### config.mk
export PLATFORM = sky130hd
export DESIGN_NAME = hls_accel_ctrl
export DESIGN_NICKNAME = d
export VERILOG_FILES = /design/src/rtl/hls_accel_ctrl_pkg.sv /design/src/rtl/hls_accel_ctrl_regs.sv /design/src/rtl/hls_accel_ctrl.sv
export SDC_FILE = /design/constraint.sdc
export NUM_CORES = 1
export LEC_CHECK = 0
export ABC_AREA = 1
export ABC_CLOCK_PERIOD_IN_PS = 3000
export BUFFER_PORTS_ARGS = -buffer_cell sky130_fd_sc_hd__buf_2
export CORE_ASPECT_RATIO = 1.75
export CORE_MARGIN = 8
export CORE_UTILIZATION = 55
export CTS_BUF_LIST = sky130_fd_sc_hd__clkbuf_16
export DETAILED_ROUTE_END_ITERATION = 8
export PLACE_DENSITY = 0.84
export SLEW_MARGIN = 20
export SYNTH_ARGS = -nofsm -noshare
export SYNTH_HDL_FRONTEND = slang
export SYNTH_SLANG_ARGS = --single-unit
### constraint.sdc
create_clock -name clk_i -period 3 [get_ports clk_i]
set_clock_uncertainty 0.2 [all_clocks]
set_input_delay 0.3 -clock clk_i [delete_from_list [all_inputs] [get_ports clk_i]]
set_output_delay 0.3 -clock clk_i [all_outputs]
set_load 0.02 [all_outputs]
### src/rtl/hls_accel_ctrl_pkg.sv
// ============================================================================
// Module   : hls_accel_ctrl_pkg
// Brief    : Shared FSM encodings, register offsets and bit indices for the
//            HLS core sequencer.
// Revision : 1.0 - initial release
// ============================================================================
`default_nettype none

package hls_accel_ctrl_pkg;

    localparam logic [1:0] S_IDLE  = 2'd0;
    localparam logic [1:0] S_START = 2'd1;
    localparam logic [1:0] S_WAIT  = 2'd2;
    localparam logic [1:0] S_RESET = 2'd3;

    localparam logic [4:0] REG_CTRL    = 5'h00;
    localparam logic [4:0] REG_STATUS  = 5'h04;
    localparam logic [4:0] REG_ARG     = 5'h08;
    localparam logic [4:0] REG_RET     = 5'h0C;
    localparam logic [4:0] REG_TIMEOUT = 5'h10;
    localparam logic [4:0] REG_CYCLES  = 5'h14;

    localparam int CTRL_START   = 0;
    localparam int CTRL_ABORT   = 1;
    localparam int CTRL_CLEAR   = 2;

    localparam int STAT_BUSY    = 0;
    localparam int STAT_DONE    = 1;
    localparam int STAT_TIMEOUT = 2;
    localparam int STAT_IDLE    = 3;

    function automatic logic [31:0] be_merge(input logic [31:0] old_val,
                                             input logic [31:0] wdata,
                                             input logic [3:0]  be);
        logic [31:0] res;
        res = old_val;
        for (int i = 0; i < 4; i++) begin
            if (be[i]) res[i*8 +: 8] = wdata[i*8 +: 8];
        end
        return res;
    endfunction

endpackage

`default_nettype wire

### src/rtl/hls_accel_ctrl_regs.sv
// ============================================================================
// Module   : hls_accel_ctrl_regs
// Brief    : Bus decode, ARG/TIMEOUT storage, CTRL strobes and registered
//            one-cycle read response for the HLS core sequencer.
// Revision : 1.0 - initial release
// ============================================================================
`default_nettype none

module hls_accel_ctrl_regs
    import hls_accel_ctrl_pkg::*;
#(
    parameter logic [31:0] BASE_ADDR       = 32'h0000_0100,
    parameter logic [31:0] TIMEOUT_DEFAULT = 32'd0
) (
    input  logic        i_clk,
    input  logic        i_arst_n,
    input  logic        i_bus_req,
    input  logic        i_bus_we,
    input  logic [31:0] i_bus_addr,
    input  logic [3:0]  i_bus_be,
    input  logic [31:0] i_bus_wdata,
    output logic        o_bus_ack,
    output logic        o_bus_resp,
    output logic [31:0] o_bus_rdata,
    input  logic        i_busy,
    input  logic [3:0]  i_status,
    input  logic [31:0] i_ret,
    input  logic [31:0] i_cycles,
    output logic [31:0] o_arg,
    output logic [31:0] o_timeout,
    output logic        o_start,
    output logic        o_abort,
    output logic        o_clear
);

    logic [31:0] w_off;
    logic [4:0]  w_reg;
    logic        w_hit;
    logic        w_wr;
    logic        w_rd;
    logic        w_ctrl_wr;
    logic [31:0] w_rdata;
    logic [31:0] r_arg;
    logic [31:0] r_timeout;
    logic        r_resp;
    logic [31:0] r_rdata;

    // Subtracting the base keeps the decode valid for any BASE_ADDR alignment;
    // unaligned offsets inside the window match no register.
    assign w_off     = i_bus_addr - BASE_ADDR;
    assign w_reg     = w_off[4:0];
    assign w_hit     = i_bus_req && (w_off < 32'd32);
    assign w_wr      = w_hit && i_bus_we;
    assign w_rd      = w_hit && !i_bus_we;
    assign w_ctrl_wr = w_wr && (w_reg == REG_CTRL) && i_bus_be[0];

    assign o_bus_ack   = w_hit;
    assign o_bus_resp  = r_resp;
    assign o_bus_rdata = r_rdata;
    assign o_arg       = r_arg;
    assign o_timeout   = r_timeout;
    assign o_start     = w_ctrl_wr && i_bus_wdata[CTRL_START];
    assign o_abort     = w_ctrl_wr && i_bus_wdata[CTRL_ABORT];
    assign o_clear     = w_ctrl_wr && i_bus_wdata[CTRL_CLEAR];

    always_comb begin
        w_rdata = 32'd0;
        case (w_reg)
            REG_STATUS:  w_rdata = {28'd0, i_status};
            REG_ARG:     w_rdata = r_arg;
            REG_RET:     w_rdata = i_ret;
            REG_TIMEOUT: w_rdata = r_timeout;
            REG_CYCLES:  w_rdata = i_cycles;
            default:     w_rdata = 32'd0;
        endcase
    end

    always_ff @(posedge i_clk or negedge i_arst_n) begin
        if (!i_arst_n) begin
            r_resp    <= 1'b0;
            r_rdata   <= 32'd0;
            r_arg     <= 32'd0;
            r_timeout <= TIMEOUT_DEFAULT;
        end else begin
            r_resp  <= w_rd;
            r_rdata <= w_rd ? w_rdata : 32'd0;
            if (w_wr && (w_reg == REG_ARG) && !i_busy)
                r_arg <= be_merge(r_arg, i_bus_wdata, i_bus_be);
            if (w_wr && (w_reg == REG_TIMEOUT))
                r_timeout <= be_merge(r_timeout, i_bus_wdata, i_bus_be);
        end
    end

endmodule

`default_nettype wire

### src/rtl/hls_accel_ctrl.sv
// ============================================================================
// Module   : hls_accel_ctrl
// Brief    : CSR-mapped ap_ctrl_hs sequencer with latched result, sticky
//            status and watchdog reset. HLS_ACCEL_CTRL_CYCLES_EN adds a
//            run-length cycle counter at offset 0x14.
// Revision : 1.0 - initial release
// ============================================================================
`default_nettype none

module hls_accel_ctrl
    import hls_accel_ctrl_pkg::*;
#(
    parameter logic [31:0] BASE_ADDR       = 32'h0000_0100,
    parameter int          RST_CYCLES      = 4,
    parameter logic [31:0] TIMEOUT_DEFAULT = 32'd0
) (
    input  logic        clk_i,
    input  logic        arst_n_i,
    input  logic        bus_req_i,
    input  logic        bus_we_i,
    input  logic [31:0] bus_addr_bi,
    input  logic [3:0]  bus_be_bi,
    input  logic [31:0] bus_wdata_bi,
    output logic        bus_ack_o,
    output logic        bus_resp_o,
    output logic [31:0] bus_rdata_bo,
    output logic        ap_start_o,
    input  logic        ap_ready_i,
    input  logic        ap_done_i,
    input  logic        ap_idle_i,
    input  logic [31:0] ap_return_bi,
    output logic [31:0] arg_bo,
    output logic        accel_rst_o,
    output logic        busy_o,
    output logic        irq_o
);

    logic [1:0]  r_state;
    logic        r_done;
    logic        r_timeout;
    logic [31:0] r_ret;
    logic [31:0] r_wd;
    logic [31:0] r_rst_cnt;
    logic [31:0] w_timeout;
    logic [31:0] w_cycles;
    logic [3:0]  w_status;
    logic        w_start;
    logic        w_abort;
    logic        w_clear;
    logic        w_running;
    logic        w_wd_hit;
    logic        w_finish;

    hls_accel_ctrl_regs #(
        .BASE_ADDR       (BASE_ADDR),
        .TIMEOUT_DEFAULT (TIMEOUT_DEFAULT)
    ) u_regs (
        .i_clk       (clk_i),
        .i_arst_n    (arst_n_i),
        .i_bus_req   (bus_req_i),
        .i_bus_we    (bus_we_i),
        .i_bus_addr  (bus_addr_bi),
        .i_bus_be    (bus_be_bi),
        .i_bus_wdata (bus_wdata_bi),
        .o_bus_ack   (bus_ack_o),
        .o_bus_resp  (bus_resp_o),
        .o_bus_rdata (bus_rdata_bo),
        .i_busy      (busy_o),
        .i_status    (w_status),
        .i_ret       (r_ret),
        .i_cycles    (w_cycles),
        .o_arg       (arg_bo),
        .o_timeout   (w_timeout),
        .o_start     (w_start),
        .o_abort     (w_abort),
        .o_clear     (w_clear)
    );

    assign w_running = (r_state == S_START) || (r_state == S_WAIT);
    assign w_wd_hit  = (w_timeout != 32'd0) && (r_wd == w_timeout - 32'd1);
    assign w_finish  = ((r_state == S_START) && ap_ready_i && ap_done_i) ||
                       ((r_state == S_WAIT) && ap_done_i);

    assign ap_start_o  = (r_state == S_START);
    assign accel_rst_o = (r_state == S_RESET);
    assign busy_o      = (r_state != S_IDLE);
    assign irq_o       = r_done || r_timeout;

    always_comb begin
        w_status               = 4'd0;
        w_status[STAT_BUSY]    = busy_o;
        w_status[STAT_DONE]    = r_done;
        w_status[STAT_TIMEOUT] = r_timeout;
        w_status[STAT_IDLE]    = ap_idle_i;
    end

    // Priority inside a run: abort, then watchdog, then completion.
    always_ff @(posedge clk_i or negedge arst_n_i) begin
        if (!arst_n_i) begin
            r_state   <= S_IDLE;
            r_done    <= 1'b0;
            r_timeout <= 1'b0;
            r_ret     <= 32'd0;
            r_wd      <= 32'd0;
            r_rst_cnt <= 32'd0;
        end else begin
            if (w_clear) begin
                r_done    <= 1'b0;
                r_timeout <= 1'b0;
            end
            case (r_state)
                S_IDLE: begin
                    if (w_start) begin
                        r_done    <= 1'b0;
                        r_timeout <= 1'b0;
                        r_wd      <= 32'd0;
                        r_state   <= S_START;
                    end
                end
                S_START, S_WAIT: begin
                    if (w_abort) begin
                        r_rst_cnt <= 32'(RST_CYCLES - 1);
                        r_state   <= S_RESET;
                    end else if (w_wd_hit) begin
                        r_timeout <= 1'b1;
                        r_rst_cnt <= 32'(RST_CYCLES - 1);
                        r_state   <= S_RESET;
                    end else if (w_finish) begin
                        r_ret   <= ap_return_bi;
                        r_done  <= 1'b1;
                        r_state <= S_IDLE;
                    end else begin
                        if (w_timeout != 32'd0) r_wd <= r_wd + 32'd1;
                        if ((r_state == S_START) && ap_ready_i) r_state <= S_WAIT;
                    end
                end
                S_RESET: begin
                    if (r_rst_cnt == 32'd0) r_state   <= S_IDLE;
                    else                    r_rst_cnt <= r_rst_cnt - 32'd1;
                end
                default: r_state <= S_IDLE;
            endcase
        end
    end

`ifdef HLS_ACCEL_CTRL_CYCLES_EN
    logic [31:0] r_cycles;

    always_ff @(posedge clk_i or negedge arst_n_i) begin
        if (!arst_n_i) begin
            r_cycles <= 32'd0;
        end else if ((r_state == S_IDLE) && w_start) begin
            r_cycles <= 32'd0;
        end else if (w_running && (r_cycles != 32'hFFFF_FFFF)) begin
            r_cycles <= r_cycles + 32'd1;
        end
    end

    assign w_cycles = r_cycles;
`else
    assign w_cycles = 32'd0;
`endif

endmodule

`default_nettype wire

==> results.txt <==
CTS max path bufs: 2
Max-slew violation count: 0
Worst path required time: 3.12 ns
H-tree levels: 4
Syn nets: 1756
Max rail drop VDD: 0.361 mV
# IOs: 177
Post-DP HPWL: 29400 um
Post-synthesis sequential area ratio: 0.413
R2r startpoint: u_regs.o_timeout[3]
Tcrit/Tclk final: 0.943
Final hold vios: 0
Remaining DRCs: 0
Routed Wire Length: 39800 um
Top FF cell, synth: dfrtp_1
Post-synth ARST share: 1.00
Initial antenna violation count: 2
Routability Congestion: 0.973
Worst hold path depth: 4
Core region area: 21400 um^2
CP Capture Type: flip-flop
Adder-cell share of the synthesized area: 0.00733
Overall Global Routing Usage: 0.304
IO Port Bufs: 176
Post-synthesis mux area share: 0.0302
Xor/xnor share of the synthesized area: 0.0587
Layout cell share with drive strength beyond 1: 0.195
Most common cell in the netlist: nand2_1
FP Rows: 71
WP data arrival: 2.95 ns
Die ar.: 26900 um^2
Number of vias per cell: 5.60
CTS Sinks: 197
GRT overflow: 0
PD cells: 365 nW/um^2
Post-Place Worst Slack: -0.0112 ns
Final setup vio count: 0
Hold Crit Class: input pin to flip-flop
Mean Syn Cell Area: 7.27 um^2
Largest family of logic cells by synthesized area: simple AND/OR/NAND/NOR gates
Ys Warns: 0
Initial Util: 0.558
Crit path time final: 2.83 ns
Die X-Extent: 127 um
Synth area leaders: dfrtp_1, nand2_1, nor2_1, nand3_1, xor2_1
Clock Tree Root: clkbuf_16
Max cap viols: 0
FF-to-FF setup slack: 0.17 ns
WL per Instance: 18.0 um
EDFF count, synth: 0
Largest net degree at the start of global routing: 68
Synth top area share: 0.413
Post-synthesis compound-gate area fraction: 0.0594
Synth Area in Simple Gates: 0.373
Reg2reg path depth: 17
Mapped Area: 11900 um^2
Area Overhead vs Synth: 24.3%
Clock transition at path regs: 0.08 ns
Drt first pass iters: 5
First-pass GRT wire length: 64100 um
Vias in the first global route: 12700
Via count: 12400
CTS Buf Count: 17
Slew @ Worst Pin: 0.631 ns
Highest Clock Rate: 353 MHz
Cell taking the most area after synthesis: dfrtp_1
Relative slew margins: 0.575
Hold Crit Endpoint: u_regs.o_arg[6]
Run status: finished, final reports clean
Hold Path Origin: bus_be_bi[0]
Startpoint Class: flip-flop
Chip height: 211 um
Worst r2r dst: r_rst_cnt[3]
Commonest cells post-synth: nand2_1, nor2_1, dfrtp_1
Power after layout: 5410 uW
DR iter-0 viols: 1026
Post-route antenna net violation count: 0
Worst setup margin: 0.171 ns
Leakage: 0.00774 uW
Post-synthesis cell type count: 43
Nets@finish: 2023
Crit Path Class: flip-flop to flip-flop
CTS tree: done
Filler Cell Count: 1727
Clk_lat worst skew: 0.45 ns
Post-CTS Setup Inserts: 0
Flops & latches, synth: 197
Mapped Cells: 1642
Crit Path Max Fanout: 27
## what timing repair did
action | in CTS | in global routing
pin swaps | 0 | 2
hold buffers | 65 | 0
resized for setup | 1 | 20
endpoints found under the hold margin | 159 | 0
endpoints found under the setup margin | 17 | 99
## critical path, cell delays in order (launching register included)
cell and delay [ns]:
dfrtp_1 0.40, nor2_1 0.19, nand2_1 0.15, nor2_4 0.23
nand3_1 0.17, inv_2 0.10, nand2_1 0.05, nand2_1 0.05
nand2_1 0.05, nor2_1 0.16, nand2_1 0.12, nor2_2 0.16
nand2_2 0.10, nand3_2 0.13, nand2_4 0.10, buf_12 0.17
nand2_1 0.08, o21ai_1 0.08
## layout by cell type, fill, tap and decap left out, types with 2 or more instances in the layout
cell / n
a21oi_1: 17
a31oi_1: 28
and2_1: 3
buf_12: 7
buf_2: 175
buf_4: 55
bufinv_16: 3
clkbuf_16: 17
clkinv_1: 3
clkinv_4: 2
clkinvlp_4: 3
dfrtp_1: 196
diode_2: 2
dlygate4sd3_1: 65
ha_1: 6
inv_1: 108
inv_2: 3
inv_8: 5
mux2_2: 32
nand2_1: 554
nand2_2: 9
nand3_1: 130
nand3_2: 11
nand3b_1: 13
nand4_1: 30
nor2_1: 199
nor2_2: 12
nor2_4: 7
nor2_8: 2
nor3_1: 21
nor4_1: 10
nor4_2: 2
o21ai_0: 23
o21ai_1: 51
o22ai_1: 4
or2_2: 20
xnor2_1: 28
xor2_1: 52
## cells by family after synthesis
family,after synthesis
adder cells (fa/ha/maj),7
AND/OR/NAND/NOR,1029
buffers and inverters,168
AO/OA/AOI/OAI,129
flip-flops,197
multiplexers,32
XOR/XNOR,80
## worst max-delay path by stage
stage                     cells after the start      endpoint                start
after global routing                         19      r_wd[25]  u_regs.o_timeout[0]
final                                        17  r_rst_cnt[3]  u_regs.o_timeout[3]
after CTS                                    17      r_wd[25]  u_regs.o_timeout[0]
after global placement                       16      r_wd[22]      bus_addr_bi[15]
after detailed placement                     17      r_wd[13]  u_regs.o_timeout[0]
after floorplan                              19  r_rst_cnt[3]  u_regs.o_timeout[0]
## per-stage QoR
step | instances | utilization | hold slack, ns | setup TNS, ns | cell area (um^2)
2_1_floorplan | 1642 | - | -0.196 | 0 | 11900
3_3_place_gp | 2117 | 0.631 | 0.141 | 0 | 13500
3_5_place_dp | 2117 | 0.631 | 0.148 | -0.0436 | 13500
4_1_cts | 2214 | 0.690 | 0.116 | 0 | 14800
5_1_grt | 2216 | 0.693 | 0.158 | -0.217 | 14800
6_report | 2216 | 0.693 | 0.121 | 0 | 14800
## area by class of cell
class                   instances  area, um^2  area share
clock inverters                15         194      0.0131
multi-input cells            1277        6400       0.431
flip-flops and latches        197        4930       0.332
diodes                          2        5.00    0.000337
repair buffers                304        2100       0.142
well taps                     292         365      0.0246
inverters                     112         420      0.0283
clock buffers                  17         425      0.0287
## state kept, by name (all words and copies together), names as in the netlist
name	count
r_state	2
r_wd	32
u_regs.o_bus_rdata	32
u_regs.o_bus_resp	1
r_rst_cnt	32
r_done	1
u_regs.o_timeout	32
r_timeout	1
u_regs.o_arg	32
r_ret	32
## power by group
group | leakage (uW) | switching (uW) | total (uW) | internal [uW]
registers | 0.00273 | 0.0000467 | 2650 | 2650
clock network | 0.000294 | 1100 | 2440 | 1340
logic | 0.00472 | 185 | 319 | 135
## routing by layer
metal  track usage  share of wire  wire, um  up-vias
li1              -              -         -     5820
met1         0.313           0.34     13600     5808
met2         0.549           0.53     21100      569
met3        0.0412          0.052      2070      208
met4         0.226          0.076      3040        0
met5             0              0         0        -
Power figures use the tool's default switching activity.
